**src/rtl/dct_pkg.sv**
```systemverilog
// Shared constants, coefficient ROM and FSM states for the serial DCT stage.
// Also used by the transpose buffer and the second DCT instance.
package dct_pkg;

  localparam int FRAC   = 12;
  localparam int COEF_W = 14;

  typedef logic signed [COEF_W-1:0] coef_t;

  typedef enum logic [1:0] {
    LOAD,
    MAC,
    OUT
  } state_t;

  // C[k][n] = round(2^FRAC * a(k) * cos((2n+1)k*pi/16))
  localparam coef_t C [8][8] = '{
    '{ 14'sd1448,  14'sd1448,  14'sd1448,  14'sd1448,
       14'sd1448,  14'sd1448,  14'sd1448,  14'sd1448 },
    '{ 14'sd2009,  14'sd1703,  14'sd1138,  14'sd400,
      -14'sd400,  -14'sd1138, -14'sd1703, -14'sd2009 },
    '{ 14'sd1892,  14'sd784,  -14'sd784,  -14'sd1892,
      -14'sd1892, -14'sd784,   14'sd784,   14'sd1892 },
    '{ 14'sd1703, -14'sd400,  -14'sd2009, -14'sd1138,
       14'sd1138,  14'sd2009,  14'sd400,  -14'sd1703 },
    '{ 14'sd1448, -14'sd1448, -14'sd1448,  14'sd1448,
       14'sd1448, -14'sd1448, -14'sd1448,  14'sd1448 },
    '{ 14'sd1138, -14'sd2009,  14'sd400,   14'sd1703,
      -14'sd1703, -14'sd400,   14'sd2009, -14'sd1138 },
    '{ 14'sd784,  -14'sd1892,  14'sd1892, -14'sd784,
      -14'sd784,   14'sd1892, -14'sd1892,  14'sd784 },
    '{ 14'sd400,  -14'sd1138,  14'sd1703, -14'sd2009,
       14'sd2009, -14'sd1703,  14'sd1138, -14'sd400 }
  };

endpackage

```
**src/rtl/dct_1d_serial.sv**
```systemverilog
// Serial 8-point DCT-II: one time-shared multiplier, coefficients X[0]..X[7].
// Optional DCT_SATURATE_EN clamps results; otherwise the low bits wrap.
module dct_1d_serial
  import dct_pkg::*;
#(
  parameter int IN_W  = 12,
  parameter int OUT_W = 12
) (
  input  logic                    clk,
  input  logic                    rst,
  input  logic                    ena_in,
  output logic                    rdy_out,
  input  logic signed [IN_W-1:0]  S_in,
  output logic                    ena_out,
  input  logic                    rdy_in,
  output logic signed [OUT_W-1:0] S_out
);

  localparam int ACC_W = IN_W + COEF_W + 3;
  localparam logic signed [ACC_W-1:0] BIAS =
    ACC_W'(2 ** (FRAC - 1));

`ifdef DCT_SATURATE_EN
  localparam int RND_W = ACC_W - FRAC;
  localparam logic signed [RND_W-1:0] MAXV =
    RND_W'(2 ** (OUT_W - 1) - 1);
  localparam logic signed [RND_W-1:0] MINV =
    -RND_W'(2 ** (OUT_W - 1));
  logic signed [RND_W-1:0] rnd;
`endif

  state_t state;
  state_t state_nxt;

  logic signed [IN_W-1:0]  x [8];
  logic [2:0]              idx;
  logic [2:0]              k;
  logic [2:0]              n;
  logic signed [ACC_W-1:0] acc;
  logic signed [ACC_W-1:0] xe;
  logic signed [ACC_W-1:0] ce;
  logic signed [ACC_W-1:0] prod;
  logic signed [ACC_W-1:0] acc_sum;
  logic signed [OUT_W-1:0] res;
  logic                    xfer;
  logic                    take;

  // State register
  always_ff @(posedge clk) begin
    if (rst) state <= LOAD;
    else     state <= state_nxt;
  end

  // Next-state decode
  always_comb begin
    state_nxt = state;
    unique case (1'b1)
      (state == LOAD):
        if (xfer && idx == 3'd7) state_nxt = MAC;
      (state == MAC):
        if (n == 3'd7) state_nxt = OUT;
      (state == OUT):
        if (take)
          state_nxt = (k == 3'd7) ? LOAD : MAC;
      default:
        state_nxt = LOAD;
    endcase
  end

  // Handshake outputs and transfer strobes
  always_comb begin
    rdy_out = (state == LOAD) && !rst;
    xfer    = ena_in && rdy_out;
    take    = (state == OUT) && ena_out && rdy_in;
  end

  // Multiply-accumulate, half-up rounding and output range handling
  always_comb begin
    xe      = ACC_W'(x[n]);
    ce      = ACC_W'(C[k][n]);
    prod    = xe * ce;
    acc_sum = acc + prod;
`ifdef DCT_SATURATE_EN
    rnd = RND_W'((acc_sum + BIAS) >>> FRAC);
    if (rnd > MAXV)
      res = {1'b0, {(OUT_W-1){1'b1}}};
    else if (rnd < MINV)
      res = {1'b1, {(OUT_W-1){1'b0}}};
    else
      res = rnd[OUT_W-1:0];
`else
    res = OUT_W'((acc_sum + BIAS) >>> FRAC);
`endif
  end

  // Sample buffer; stale contents are harmless since idx restarts at 0
  always_ff @(posedge clk) begin
    if (!rst && xfer) x[idx] <= S_in;
  end

  // Indices, accumulator and registered coefficient output
  always_ff @(posedge clk) begin
    if (rst) begin
      idx     <= 3'd0;
      k       <= 3'd0;
      n       <= 3'd0;
      acc     <= '0;
      ena_out <= 1'b0;
      S_out   <= '0;
    end else begin
      unique case (1'b1)
        (state == LOAD): begin
          if (xfer) begin
            idx <= idx + 3'd1;
            if (idx == 3'd7) begin
              k   <= 3'd0;
              n   <= 3'd0;
              acc <= '0;
            end
          end
        end
        (state == MAC): begin
          acc <= acc_sum;
          n   <= n + 3'd1;
          if (n == 3'd7) begin
            S_out   <= res;
            ena_out <= 1'b1;
          end
        end
        (state == OUT): begin
          if (take) begin
            ena_out <= 1'b0;
            k       <= k + 3'd1;
            n       <= 3'd0;
            acc     <= '0;
          end
        end
        default: begin
          ena_out <= 1'b0;
        end
      endcase
    end
  end

endmodule

```
**config.mk**
```make
export PLATFORM = sky130hd
export DESIGN_NAME = dct_1d_serial
export DESIGN_NICKNAME = d
export VERILOG_FILES = /design/src/rtl/dct_pkg.sv /design/src/rtl/dct_1d_serial.sv
export SDC_FILE = /design/constraint.sdc
export NUM_CORES = 1
export LEC_CHECK = 0
export BUFFER_PORTS_ARGS = -buffer_cell sky130_fd_sc_hd__buf_2
export CELL_PAD_IN_SITES_DETAIL_PLACEMENT = 2
export CELL_PAD_IN_SITES_GLOBAL_PLACEMENT = 2
export CORE_ASPECT_RATIO = 0.7
export CORE_MARGIN = 10
export CORE_UTILIZATION = 39
export DETAILED_ROUTE_END_ITERATION = 12
export PLACE_DENSITY_LB_ADDON = 0.1
export SETUP_SLACK_MARGIN = 0.5
export SYNTH_ARGS = -nofsm -noshare
export SYNTH_HDL_FRONTEND = slang
export SYNTH_SLANG_ARGS = --single-unit
```
**constraint.sdc**
```tcl
create_clock -name clk -period 6.8 [get_ports clk]
set_input_delay 1.02 -clock clk [delete_from_list [all_inputs] [get_ports clk]]
set_output_delay 1.02 -clock clk [all_outputs]
set_load 0.01 [all_outputs]
```
==> key figures, run 1 <==
STA
  – Slew headroom: 23.9%
  – Max Freq: ~120 MHz
  – Post-route setup slack: -1.59 ns
  – Tightest Pin Transition: 1.14 ns
  – Unrepaired setup endpoints after global routing: true
  – Pins Over Slew Limit: 0
  – Final setup fails: 26
  – Period utilization: 123%
  – Final min period: 8.39 ns
  – Layout Skew: 0.0186 ns
  – Final Hold Fails: 0

Hold path
  – Hold Crit Class: flop to flop
  – Hold Crit Endpoint: acc[5]
  – Hold wc startpoint: acc[5]
  – Hold Path Depth: 2

Setup path
  – CP Class: flop to flop
  – Crit end category: flop
  – Crit path required time: 7.19 ns
  – Critical Path AT: 8.77 ns
  – Crit-path slowest cell: fa_1
  – Setup crit start kind: flop
  – Reg-to-Reg End: S_out[10]
  – R2R Path Start: k[1]
  – Setup slack, reg-to-reg: -1.59 ns
  – CP most frequent cell: fa_1
  – Worst reg2reg path depth: 31
  – Slowest cell delay on critical path: 0.59 ns
  – Critical-path maximum fanout: 5

Route
  – WL per Instance: 34.5 um
  – Routed Wire Length: 70.7 mm
  – Via Count: between 10000 and 15000
  – DRT iter0 DRCs: 1143
  – Via-to-Cell Ratio: 6.12
  – First-pass iteration count of the detailed router: 5
  – Final ANT Viol Nets: 0
  – Post-route DRC: 0

Pwr
  – Clock share of power: 16.6%
  – Psw: 0.00292 W
  – Worst VDD drop: 0.283 mV
  – Sequential power share: roughly 15%
  – Combinational share of power: between 60% and 70%
  – PD cells: ~350 mW/mm^2
  – Sw Share: 45.2%
  – Leakage power total: 7.80 nW
  – Total power draw: 0.00647 W
  – Cell Int Power: 0.00355 W

Yosys
  – #FFs+latches synth: 147
  – YS warnings: 0
  – Syn_area_per_cell: 10.3 sq um
  – Area leader, netlist: fa_1
  – Mapped Nets: 1565
  – Ys async rst share: 0%
  – Most numerous cell in the Yosys netlist: inv_1
  – Commonest cells in the netlist: 192 x inv_1, 160 x fa_1, 127 x nor2_1
  – Synth Cell Area: 0.0134 sq mm
  – Synth cell types: 72
  – Main synth FF type: edfxtp_1
  – Sequential share of the synthesized area: approximately 29%
  – Syn Inst Count: 1301
  – Synth top area share: a little under a quarter
  – Post-synth EDFFs: 96
  – Cells taking the most area after synthesis: fa_1 24%, edfxtp_1 22%, ha_1 8.2%

Clock tree
  – Worst-Skew Late Latency: 0.48 ns
  – CTS H-Tree Depth: 4
  – Clock transition at path regs: 0.09 ns
  – CTS tree: built
  – Sink Count: around 150
  – Root buffer cell: clkbuf_16
  – Total CTS buffers: 17
  – Clock buffer depth: 2

Run
  – Max Cap Viol: 0

Status
  – Violated checks: setup timing
  – Outcome: finished, violations left

Floorplan
  – Initial Util: 39.8%
  – Die width: 241 um
  – Die Y: around 170 um
  – Cell row count: 56
  – Die area: 0.0422 sq mm
  – Core box area: 0.0336 sq mm
  – IO Count: 30

Finish
  – Layout net count: 1862
  – Share of layout cells above drive strength 1: 40.7%
  – Area grow syn2layout: 37.6%

Place
  – Port buffer count: 29
  – Pre-CTS setup slack: -0.875 ns
  – Post-DP HPWL: 35.9 mm
  – GP Congestion: approximately 0.87

GRT
  – Vias in the first global route: roughly 13000
  – Initial antenna violation count: 1
  – First-pass GRT wire length: 84.7 mm
  – GRT Overall Usage: between 20% and 30%
  – Largest net degree at the start of global routing: 50
  – Global route overflow: 0
## state kept, by name, summed over array words and instances, names as in the netlist, named ones only
name,flops
S_out,12
acc,24
ena_out,1
idx,3
k,3
n,3
state,2
x,96
## routing by layer
| layer | vias to the layer above | track usage, % | share of wire, % |
|---|---|---|---|
| met5 | - | 0 | 0 |
| met4 | 0 | 9.62 | 7.8 |
| met3 | 342 | 4.61 | 6.4 |
| met2 | 748 | 47.0 | 49 |
| met1 | 6478 | 32.5 | 37 |
| li1 | 4954 | - | - |
## critical path: cells and delay by family (launching register included)
kind                     cells  cell delay [ns]
adder cells (fa/ha/maj)      8             3.99
AND/OR/NAND/NOR              8             1.44
XOR/XNOR                     2             0.47
flip-flops                   1             0.39
AO/OA/AOI/OAI                5             0.89
buffers and inverters        8             1.08
## cell usage in the layout (no fill, tap or decap), drive strengths merged, types with 8 or more instances in the layout
cell and count:
nand2b 31, dfxtp 51, fa 160, nor2 127
ha 88, a21o 8, nand3 12, xnor2 24
inv 200, a211oi 16, o21ai 35, a22oi 26
a311oi 10, nor3 21, mux4 25, nand2 99
edfxtp 96, buf 345, mux2i 9, a21oi 51
and2 21, clkbuf 17, nor2b 25, mux2 8
o211ai 10
## through the flow
step | hold WS, ns | instances | cell area (sq um) | setup TNS, ns | util, %
after global routing | 0.547 | 2047 | 18400 | -29.94 | 54.7
after detailed placement | 0.485 | 1933 | 15900 | -10.36 | 47.2
after CTS | 0.502 | 2011 | 17500 | -5.48 | 52.2
after global placement | 0.443 | 1933 | 15900 | -6.58 | 47.2
after floorplan | 0.454 | 1301 | 13600 | -1.01 | -
final | 0.507 | 2047 | 18400 | -25.84 | 54.7
## power groups by stage
stage	Sequential, W	Clock, W	Combinational [W]
3_5_place_dp	0.000981	0	0.00248
6_report	0.000961	0.00107	0.00444
5_1_grt	0.000961	0.00111	0.00459
2_1_floorplan	0.000979	0	0.00135
4_1_cts	0.000960	0.00104	0.00333
3_3_place_gp	0.000979	0	0.00236
## kinds of logic after synthesis
logic type,count (synthesis),synth area share (%)
AND/OR/NAND/NOR,369,13.0
buffers and inverters,259,7.31
adder cells (fa/ha/maj),248,32.2
AO/OA/AOI/OAI,204,10.5
flip-flops,147,29.2
multiplexers,42,5.56
XOR/XNOR,32,2.31
## timing repair
item,CTS,global route
gates resized for setup,154,129
hold buffers,0,0
setup buffers,46,35
pin swaps,70,88
endpoints found under the setup margin,27,27
gates cloned,0,0
## worst max path at each step
stage / start / endpoint / slack, ns
after CTS: k[1] / S_out[11] / -0.54
final: k[1] / S_out[10] / -1.59
after detailed placement: k[1] / S_out[11] / -0.87
after global placement: k[1] / S_out[10] / -0.64
after global routing: k[1] / S_out[10] / -1.74
after floorplan: k[1] / S_out[11] / -0.19
## area by class of cell
cell class                 instances  area (sq um)
antenna                            1          2.50
clock buffer                      17           425
clock inverter                    15           191
fill                            3266         15200
inverter                         192           724
multi-input combinational        895          9890
sequential                       147          3910
tap                              435           544
timing repair buffer             345          2720
(Power assumes the default switching activity.)
==> run 2, diff against run 1 <==
--- a/config.mk
+++ b/config.mk
@@ -5,12 +5,13 @@
 export SDC_FILE = /design/constraint.sdc
 export NUM_CORES = 1
 export LEC_CHECK = 0
+export ABC_AREA = 1
 export BUFFER_PORTS_ARGS = -buffer_cell sky130_fd_sc_hd__buf_2
 export CELL_PAD_IN_SITES_DETAIL_PLACEMENT = 2
 export CELL_PAD_IN_SITES_GLOBAL_PLACEMENT = 2
 export CORE_ASPECT_RATIO = 0.7
 export CORE_MARGIN = 10
-export CORE_UTILIZATION = 39
+export CORE_UTILIZATION = 43
 export DETAILED_ROUTE_END_ITERATION = 12
 export PLACE_DENSITY_LB_ADDON = 0.1
 export SETUP_SLACK_MARGIN = 0.5
==> constraint.sdc (replaced) <==
create_clock -name clk -period 10.9 [get_ports clk]
set_input_delay 1.635 -clock clk [delete_from_list [all_inputs] [get_ports clk]]
set_output_delay 1.635 -clock clk [all_outputs]
set_load 0.01 [all_outputs]
==> run 2 against run 1 <==
  * The run now ends clean
  * Register-to-register slack better by 2.7 ns
  * Die area down 6.3%
  * Critical path depth up 6
  * Final area down 19%
  * Hold slack worse by 0.034 ns
  * Sequential share of layout area up 4.9 points
  * Core utilization down 6.9 points
  * Critical path type unchanged
==> key figures, run 2 <==
Status
  – Outcome: complete, no violations (was finished, violations left)

GRT
  – Largest net degree at the start of global routing: 50 (unchanged)
  – Initial antenna violation count: 0 (was 1)
  – GRT Overall Usage: 28.5% (was 26.8%)
  – Global route overflow: 0 (unchanged)
  – Vias in the first global route: 13900 (was 13400)
  – First-pass GRT wire length: 84.8 mm (was 84.7 mm)

Setup path
  – Largest delay contributor family on the critical path: adder cells (unchanged)
  – Critical Path AT: 10.12 ns (was 8.77 ns)
  – Setup crit start kind: flop (unchanged)
  – CP bufs+invs: 13 (was 8)
  – CP most frequent cell: inv_1 (was fa_1)
  – Slowest cell delay on critical path: 0.74 ns (was 0.59 ns)
  – Critical-path maximum fanout: 49 (was 5)
  – CP Class: flop to flop (unchanged)
  – Crit path required time: 11.27 ns (was 7.19 ns)
  – Crit end category: flop (unchanged)
  – Crit-path slowest cell: o21ai_1 (was fa_1)

Pwr
  – Psw: 0.00124 W (was 0.00292 W)
  – Worst VDD drop: 0.109 mV (was 0.283 mV)
  – Cell Int Power: 0.00128 W (was 0.00355 W)
  – Clock share of power: 25.2% (was 16.6%)
  – Combinational share of power: 51.0% (was 68.5%)
  – Leakage power total: 7.03 nW (was 7.80 nW)
  – Sequential power share: 23.8% (was 14.8%)
  – Sw Share: 49.3% (was 45.2%)
  – PD cells: 168 mW/mm^2 (was 352 mW/mm^2)

Clock tree
  – Total CTS buffers: 17 (unchanged)
  – Post-CTS Hold Fix Bufs: 0 (unchanged)
  – Root buffer cell: clkbuf_16 (unchanged)
  – Post-CTS setup buffer count: 0 (was 46)
  – Sink Count: 147 (unchanged)
  – CTS tree: built (unchanged)
  – Worst-Skew Late Latency: 0.47 ns (was 0.48 ns)
  – Clock buffer depth: 2 (unchanged)
  – CTS H-Tree Depth: 4 (unchanged)
  – Clock transition at path regs: 0.08 ns (was 0.09 ns)
  – Post_cts resized: 0 (was 154)

Yosys
  – Synth top area share: 23.3% (was 23.9%)
  – Syn_area_per_cell: 8.32 sq um (was 10.3 sq um)
  – Area leader, netlist: fa_1 (unchanged)
  – Post-synth EDFFs: 96 (unchanged)
  – Most numerous cell in the Yosys netlist: nand2_1 (was inv_1)
  – Synth Cell Area: 0.0137 sq mm (was 0.0134 sq mm)
  – Syn Inst Count: 1650 (was 1301)
  – Sequential share of the synthesized area: 28.4% (was 29.2%)
  – Mapped Nets: 1914 (was 1565)
  – Main synth FF type: edfxtp_1 (unchanged)
  – Synth cell types: 39 (was 72)
  – Ys async rst share: 0% (unchanged)
  – Commonest cells in the netlist: 402 x nand2_1, 288 x inv_1, 160 x fa_1 (was 192 x inv_1, 160 x fa_1, 127 x nor2_1)
  – #FFs+latches synth: 147 (unchanged)
  – YS warnings: 0 (unchanged)
  – Cells taking the most area after synthesis: fa_1 23%, edfxtp_1 21%, nand2_1 11% (was fa_1 24%, edfxtp_1 22%, ha_1 8.2%)

Route
  – WL per Instance: 26.3 um (was 34.5 um)
  – DRT iter0 DRCs: 1013 (was 1143)
  – First-pass iteration count of the detailed router: 7 (was 5)
  – Via Count: 11900 (was 12500)
  – Post-route DRC: 0 (unchanged)
  – Via-to-Cell Ratio: 5.68 (was 6.12)
  – Final ANT Viol Nets: 0 (unchanged)
  – Routed Wire Length: 55.0 mm (was 70.7 mm)

Floorplan
  – Cell row count: 54 (was 56)
  – IO Count: 30 (unchanged)
  – Initial Util: 43.9% (was 39.8%)
  – Die Y: 169 um (was 175 um)
  – Die width: 234 um (was 241 um)
  – Core box area: 0.0313 sq mm (was 0.0336 sq mm)
  – Die area: 0.0396 sq mm (was 0.0422 sq mm)

Finish
  – Commonest non-fill, non-tap cell in the layout: nand2_1 (was buf_4)
  – Layout net count: 1927 (was 1862)
  – Share of layout cells above drive strength 1: 7.34% (was 40.7%)
  – Biggest regs: x: 96 flops, acc: 24 flops, S_out: 12 flops (unchanged)
  – Final core occ: 47.8% (was 54.7%)
  – Area grow syn2layout: 8.94% (was 37.6%)
  – Max reg flops: 96 (unchanged)
  – Non-filler instance count after layout: 2096 (was 2047)
  – Commonest non-fill, non-tap cells in the layout: 402 x nand2_1, 288 x inv_1, 160 x fa_1, 153 x nor2_1, 97 x a21oi_1 (was 282 x buf_4, 178 x inv_1, 146 x fa_1, 104 x nor2_1, 96 x edfxtp_1)
  – Largest Register: x (unchanged)
  – Finished layout cell area: 0.0150 sq mm (was 0.0184 sq mm)
  – # diodes: 0 (was 1)

STA
  – Final setup fails: 0 (was 26)
  – Layout Skew: 0.0181 ns (was 0.0186 ns)
  – Slew headroom: 36.0% (was 23.9%)
  – Period utilization: 89.4% (was 123%)
  – Unrepaired setup endpoints after global routing: false (was true)
  – Tightest Pin Transition: 0.954 ns (was 1.14 ns)
  – Pins Over Slew Limit: 0 (unchanged)
  – Setup TNS: 0 ns (was -25.84 ns)
  – Hold Slack: 0.473 ns (was 0.507 ns)
  – Max Freq: 103 MHz (was 119 MHz)
  – Final min period: 9.75 ns (was 8.39 ns)
  – Final Hold Fails: 0 (unchanged)

Place
  – Port buffer count: 29 (unchanged)
  – Area after DPL: 0.0143 sq mm (was 0.0159 sq mm)
  – Dpl cells: 2064 (was 1933)
  – Post-DP HPWL: 40.6 mm (was 35.9 mm)
  – GP Congestion: 0.912 (was 0.873)

Hold path
  – Hold Crit Class: flop to flop (unchanged)

Run
  – Max Cap Viol: 0 (unchanged)
-- run 2: cell types whose count changed after synthesis, moves of 20 or more --
cell,previous run,this run
nand2_1,99,402
inv_1,192,288
a21oi_1,50,97
nand3_1,12,47
nand2b_1,31,0
o21ai_0,31,59
a22oi_1,26,0
nor2_1,127,153
clkbuf_1,54,29
mux4_2,25,0
nor2b_1,25,0
a32o_1,0,22
and2_1,20,0
-- run 2: cell type report --
class / count / area [sq um]
flip-flops and latches: 147 / 3900
multi-input cells: 1142 / 8460
inverters: 310 / 1160
fillers: 3476 / 16300
repair buffers: 45 / 265
clock buffers: 17 / 425
clock inverters: 15 / 204
well taps: 420 / 526
-- run 2: power by group through the flow --
stage                     registers [W]  clock network [W]  logic (W)
after floorplan                0.000611                  0   0.000802
after global placement         0.000611                  0    0.00113
after detailed placement       0.000612                  0    0.00121
after CTS                      0.000599           0.000638    0.00126
after global routing           0.000600           0.000660    0.00140
final                          0.000599           0.000634    0.00128
-- run 2: worst paths after layout --
check / from / end / slack (ns) / cells past startpoint
max: flop / S_out[10] / 1.15 / 37
min: acc[2] / acc[2] / 0.47 / 2
max reg2reg: flop / S_out[10] / 1.15 / 37
min reg2reg: acc[2] / acc[2] / 0.47 / 2
-- run 2: cells by family after synthesis --
kind of cell             share of synthesized area (%)
AO/OA/AOI/OAI                                     9.83
XOR/XNOR                                          1.13
adder cells (fa/ha/maj)                           31.4
buffers and inverters                             10.0
flip-flops                                        28.4
AND/OR/NAND/NOR                                   19.2
-- run 2: tightest hold or removal path: cells and delay by family (launching register included) --
family / cells / cell delay (ns)
AOI/OAI and AO/OA: 1 / 0.05
DFF: 1 / 0.31
and+or+nand+nor: 1 / 0.06
-- run 2: stage by stage --
step                power, W  setup slack, ns
floorplan            0.00141             3.96
global placement     0.00174             2.17
detailed placement   0.00183             1.73
CTS                  0.00250             1.39
global route         0.00266            0.717
finish               0.00252             1.15
-- run 2: per-layer routing --
| metal | vias to the layer above | GRT usage [%] | part of all wire [%] |
|---|---|---|---|
| met5 | - | 0 | 0 |
| met1 | 6134 | 35.5 | 42 |
| li1 | 5226 | - | - |
| met4 | 0 | 10.6 | 3.3 |
| met3 | 117 | 6.76 | 7.1 |
| met2 | 436 | 47.1 | 48 |
